File: config.mk
export PLATFORM = sky130hd
export DESIGN_NAME = vga_char_fifo
export DESIGN_NICKNAME = d
export VERILOG_FILES = /design/src/rtl/vga_char_fifo.sv
export SDC_FILE = /design/constraint.sdc
export NUM_CORES = 1
export LEC_CHECK = 0
export CAP_MARGIN = 20
export CORE_ASPECT_RATIO = 0.75
export CORE_UTILIZATION = 56
export CTS_CLUSTER_SIZE = 40
export DETAILED_ROUTE_END_ITERATION = 6
export GPL_TIMING_DRIVEN = 0
export MAX_ROUTING_LAYER = met4
export PLACE_DENSITY = 0.75
export SLEW_MARGIN = 20
export SYNTH_ARGS = -nofsm -noshare
export SYNTH_HDL_FRONTEND = slang
export SYNTH_SLANG_ARGS = --single-unit
export TNS_END_PERCENT = 100
File: constraint.sdc
create_clock -name clk -period 2.81 [get_ports clk]
set_input_delay 0.281 -clock clk [delete_from_list [all_inputs] [get_ports clk]]
set_output_delay 0.281 -clock clk [all_outputs]
set_load 0.005 [all_outputs]
File: src/rtl/vga_char_fifo.sv
// Character FIFO between the bus-side register write and the text console.
// Characters are issued one at a time and spaced out so the console keeps up; scroll pauses the drain.
module vga_char_fifo #(
  parameter int DEPTH = 16,
  parameter int GAP   = 2
) (
  input  logic                       clk,
  input  logic                       resetn,
  input  logic                       wr_en,
  input  logic [7:0]                 wr_data,
  input  logic                       scroll,
  input  logic                       ovf_clr,
  output logic                       font_we,
  output logic [7:0]                 font_data,
  output logic                       full,
  output logic                       empty,
  output logic [$clog2(DEPTH):0]     count,
  output logic                       overflow
);

  // state | meaning
  // IDLE  | waiting for a character and scroll=0
  // ISSUE | font_we strobe cycle for the popped character
  // HOLD  | gap countdown; also parks here while scroll=1
  typedef enum logic [1:0] {IDLE, ISSUE, HOLD} state_t;

  localparam int AW = $clog2(DEPTH);
  localparam int CW = AW + 1;

  logic [7:0]    mem_q [DEPTH];
  logic [AW-1:0] wr_ptr_q, wr_ptr_d;
  logic [AW-1:0] rd_ptr_q, rd_ptr_d;
  logic [CW-1:0] count_q, count_d;
  logic          overflow_q, overflow_d;
  logic          font_we_q, font_we_d;
  logic [7:0]    font_data_q, font_data_d;
  logic [3:0]    gap_q, gap_d;
  state_t        state_q, state_d;

  logic full_int, empty_int, push, drop, pop;

  assign full_int  = (count_q == CW'(DEPTH));
  assign empty_int = (count_q == '0);
  assign push      = wr_en && !full_int;
  assign drop      = wr_en && full_int;

  always_comb begin
    state_d     = state_q;
    gap_d       = gap_q;
    pop         = 1'b0;
    font_we_d   = 1'b0;
    font_data_d = font_data_q;
    case (state_q)
      IDLE: begin
        if (!empty_int && !scroll) begin
          pop         = 1'b1;
          font_we_d   = 1'b1;
          font_data_d = mem_q[rd_ptr_q];
          state_d     = ISSUE;
        end
      end
      ISSUE: begin
        state_d = HOLD;
        gap_d   = 4'(GAP);
      end
      HOLD: begin
        // leaving on the cycle the counter reaches zero gives GAP+2 spacing
        gap_d = (gap_q == 4'd0) ? 4'd0 : gap_q - 4'd1;
        if (gap_d == 4'd0 && !scroll) state_d = IDLE;
      end
      default: state_d = IDLE;
    endcase
  end

  always_comb begin
    wr_ptr_d   = wr_ptr_q;
    rd_ptr_d   = rd_ptr_q;
    overflow_d = overflow_q;
    if (push) wr_ptr_d = wr_ptr_q + 1'b1;
    if (pop)  rd_ptr_d = rd_ptr_q + 1'b1;
    count_d = count_q + CW'(push) - CW'(pop);
    if (drop)         overflow_d = 1'b1;
    else if (ovf_clr) overflow_d = 1'b0;
  end

  always_ff @(posedge clk or negedge resetn) begin
    if (!resetn) begin
      wr_ptr_q    <= '0;
      rd_ptr_q    <= '0;
      count_q     <= '0;
      overflow_q  <= 1'b0;
      font_we_q   <= 1'b0;
      font_data_q <= 8'h00;
      gap_q       <= 4'd0;
      state_q     <= IDLE;
    end else begin
      wr_ptr_q    <= wr_ptr_d;
      rd_ptr_q    <= rd_ptr_d;
      count_q     <= count_d;
      overflow_q  <= overflow_d;
      font_we_q   <= font_we_d;
      font_data_q <= font_data_d;
      gap_q       <= gap_d;
      state_q     <= state_d;
    end
  end

  always_ff @(posedge clk) begin
    if (push) mem_q[wr_ptr_q] <= wr_data;
  end

  assign font_we   = font_we_q;
  assign font_data = font_data_q;
  assign full      = full_int;
  assign empty     = empty_int;
  assign count     = count_q;
  assign overflow  = overflow_q;

endmodule

==> impl_metrics.toml <==
[final_layout]
final_nets = 429
antenna_cells = 0
stdcell_area_um2 = 7630
nFillCells = 703
syn2layout_area_growth_pct = 18.5
drive_gt1_frac = 0.276

[synthesis]
ys_seq_area_frac = 0.710
syn_area_um2 = 6440
async_flop_share = 0.185
ys_types = 44
yosysWarnings = 0
synth-seq-cells = 157
synthFlopType = "edfxtp_1"
syn_inst = 341
syn_nets = 370
syn_area_per_cell_um2 = 18.9
synth_edf_count = 128

[clocking]
root_buffer = "clkbuf_16"
ctsHtreeMaxLevel = 4
tritoncts = "yes"
path_clk_slew_ns = 0.07
clock-sinks = 157
clockBufferDepth = 2
numCtsBuffers = 17
clk_latency_ns = 0.42

[critical_path]
slowest_stage = "dfrtp_1"
endpoint = "count[4]"
worst_setup_path_end_kind = "flip-flop"
cp.required_ns = 3.16
start_kind = "flip-flop"
crit_fanout = 3
r2r_slack_ns = 0.16
cp_top_family = "adder cells"
critPathMostFrequentCell = "inv_1"
cp-startpoint = "count[3]"
critPathKind = "flip-flop to flip-flop"
r2r-end = "count[4]"
reg2reg_depth = 14
cp.arrival_ns = 3.00
cpPeakStageDelay_ns = 0.40
r2r_start = "count[3]"
cp.depth = 14
worstPathCellList = "inv_1 -> ha_2 -> nor4b_4 -> nor3b_4 -> buf_6 -> ha_1 -> inv_1 -> ha_1 -> inv_1 -> fa_2 -> inv_1 -> a21oi_1 -> o21bai_1 -> xnor2_1"
path_buf_inv = 5

[timing]
fin_ws_ns = 0.157
setup_viol = 0
finClkSkew_ns = 0.00921
min_period_ns = 2.65
fmax_ghz = 0.377
worst_hold_slack_ns = 0.423
slew_headroom = 0.382
tightest_slew_ns = 0.923
hold_viol_final = 0
maxSlewViolCount = 0
finalCritPeriodShare = 0.944

[die]
rows = 33
io_pins = 30
core_area_um2 = 11100
fp.dieH_um = 94.8
die_w_um = 126
initial_core_util = 0.582
die-area_um2 = 11900

[power_and_ir_drop]
p_total_uw = 8040
power_leakage_uw = 0.00267
power_density_nw_per_um2 = 1050
ir_worst_vdd_v = 0.000619

[run_status]
status = "finished clean"

[detailed_routing]
routedWlPerCell_um = 22.8
antenna_left = 0
drtPass1Iterations = 4
vias_per_cell = 5.88
vias = 3249
dr.first_iter.drc_count = 363
drc = 0
wl_um = 12600

[global_routing]
grt_util_all_layers = 0.243
antenna_found_initial = 0
first_global_vias = 3300
grt_max_degree = 30
grt_pass1_wl_um = 19400
overflow = 0

[job]
max_cap_violations = 0

[placed_design]
placement.cell_area_um2 = 6970
gp_congestion = 0.797
place_hpwl_um = 8400
dp_slack_ns = -0.232
portBuffers = 29

[worst_hold_path]
hp-class = "primary input to flip-flop"
-- cells in the final DEF (no fill, tap or decap), types with 2 or more instances in the layout --
cell | netlist | layout
buf_2 | 7 | 11
bufinv_16 | 0 | 2
clkdlybuf4s50_1 | 0 | 28
a221oi_2 | 8 | 8
dfrtp_1 | 29 | 29
ha_1 | 15 | 14
clkbuf_16 | 0 | 17
clkinv_4 | 0 | 3
nand4_1 | 2 | 2
mux2_1 | 2 | 2
o21ai_0 | 5 | 5
clkbuf_1 | 3 | 3
nor2_1 | 13 | 12
buf_6 | 3 | 4
nor4_2 | 0 | 4
xor2_1 | 3 | 3
xnor2_1 | 7 | 7
inv_6 | 0 | 5
o22ai_1 | 8 | 8
buf_4 | 1 | 7
nand3_1 | 3 | 3
a21oi_1 | 2 | 2
clkinvlp_4 | 0 | 3
mux4_2 | 32 | 32
mux2i_1 | 9 | 9
and2_1 | 4 | 4
o21ai_1 | 2 | 2
nor3_2 | 0 | 4
buf_8 | 2 | 2
inv_1 | 18 | 18
nand2_1 | 8 | 8
edfxtp_1 | 128 | 128
-- through the flow --
step                      setup TNS (ns)  instances  utilization
after global placement            -13.41        510        0.624
after global routing             -0.0214        553        0.689
final                                  0        553        0.689
after detailed placement          -0.232        515        0.630
after CTS                              0        550        0.686
after floorplan                        0        341            -
-- power breakdown --
part	switching (uW)	total [uW]	leakage, uW	internal (uW)
Sequential	221	3130	0.00150	2910
Clock	951	2270	0.000279	1320
Combinational	1350	2640	0.000893	1290
-- layer usage --
metal	GRT usage	share of wire	vias to the layer above
li1	-	-	1467
met1	0.336	0.46	1693
met2	0.352	0.48	81
met3	0.0635	0.048	8
met4	0.0904	0.0094	0
met5	-	0	-
-- Yosys cell counts, types with 5 or more instances --
cell type | instances | area share
inv_1 | 18 | 0.010
dfrtp_1 | 29 | 0.11
xnor2_1 | 7 | 0.0095
o21ai_0 | 5 | 0.0039
edfxtp_1 | 128 | 0.60
o22ai_1 | 8 | 0.0078
buf_2 | 7 | 0.0054
ha_1 | 15 | 0.029
mux2i_1 | 9 | 0.014
nor2_1 | 13 | 0.0076
a221oi_2 | 8 | 0.019
mux4_2 | 32 | 0.11
nand2_1 | 8 | 0.0047
-- flip-flops by register name, indices dropped and copies added, names as in the netlist, 2 cells and up --
signal,count
count,5
mem_q,128
wr_ptr_q,4
gap_q,4
rd_ptr_q,4
font_data,8
state_q,2
-- how the worst min path moves through the flow --
stage                  start  endpoint  slack [ns]  cells after the start
finish               ovf_clr  overflow        0.42                      2
global route         ovf_clr  overflow        0.44                      2
CTS                  ovf_clr  overflow        0.41                      2
detailed placement    resetn   font_we        0.39                      1
global placement    gap_q[2]  gap_q[2]        0.50                      1
floorplan             resetn  count[0]       -0.01                      0
-- logic make-up (layout without fill, tap and decap cells) --
group           Yosys count  in the layout  synth area share
xor+xnor                 10             10            0.0136
simple gates             47             47            0.0422
fa+ha+maj                16             16            0.0323
flops                   157            157             0.710
buf+inv                  36            108            0.0299
compound gates           31             31            0.0408
mux                      44             44             0.131
-- cell type report --
type                    count  area [um^2]  area share
flip-flops and latches    157         4570       0.599
clock buffers              17          425      0.0558
inverters                  19         73.8     0.00968
multi-input cells         148         1730       0.227
repair buffers             40          360      0.0473
plain buffers              17          128      0.0167
well taps                 140          175      0.0230
clock inverters            15          161      0.0212
-- repair_timing --
item,CTS,global route
buffers inserted,2,3
endpoints found under the setup margin,2,9
hold buffers,1,0
pin swaps,1,2
endpoints found under the hold margin,29,0
resized for setup,3,5
(Power assumes the default switching activity.)
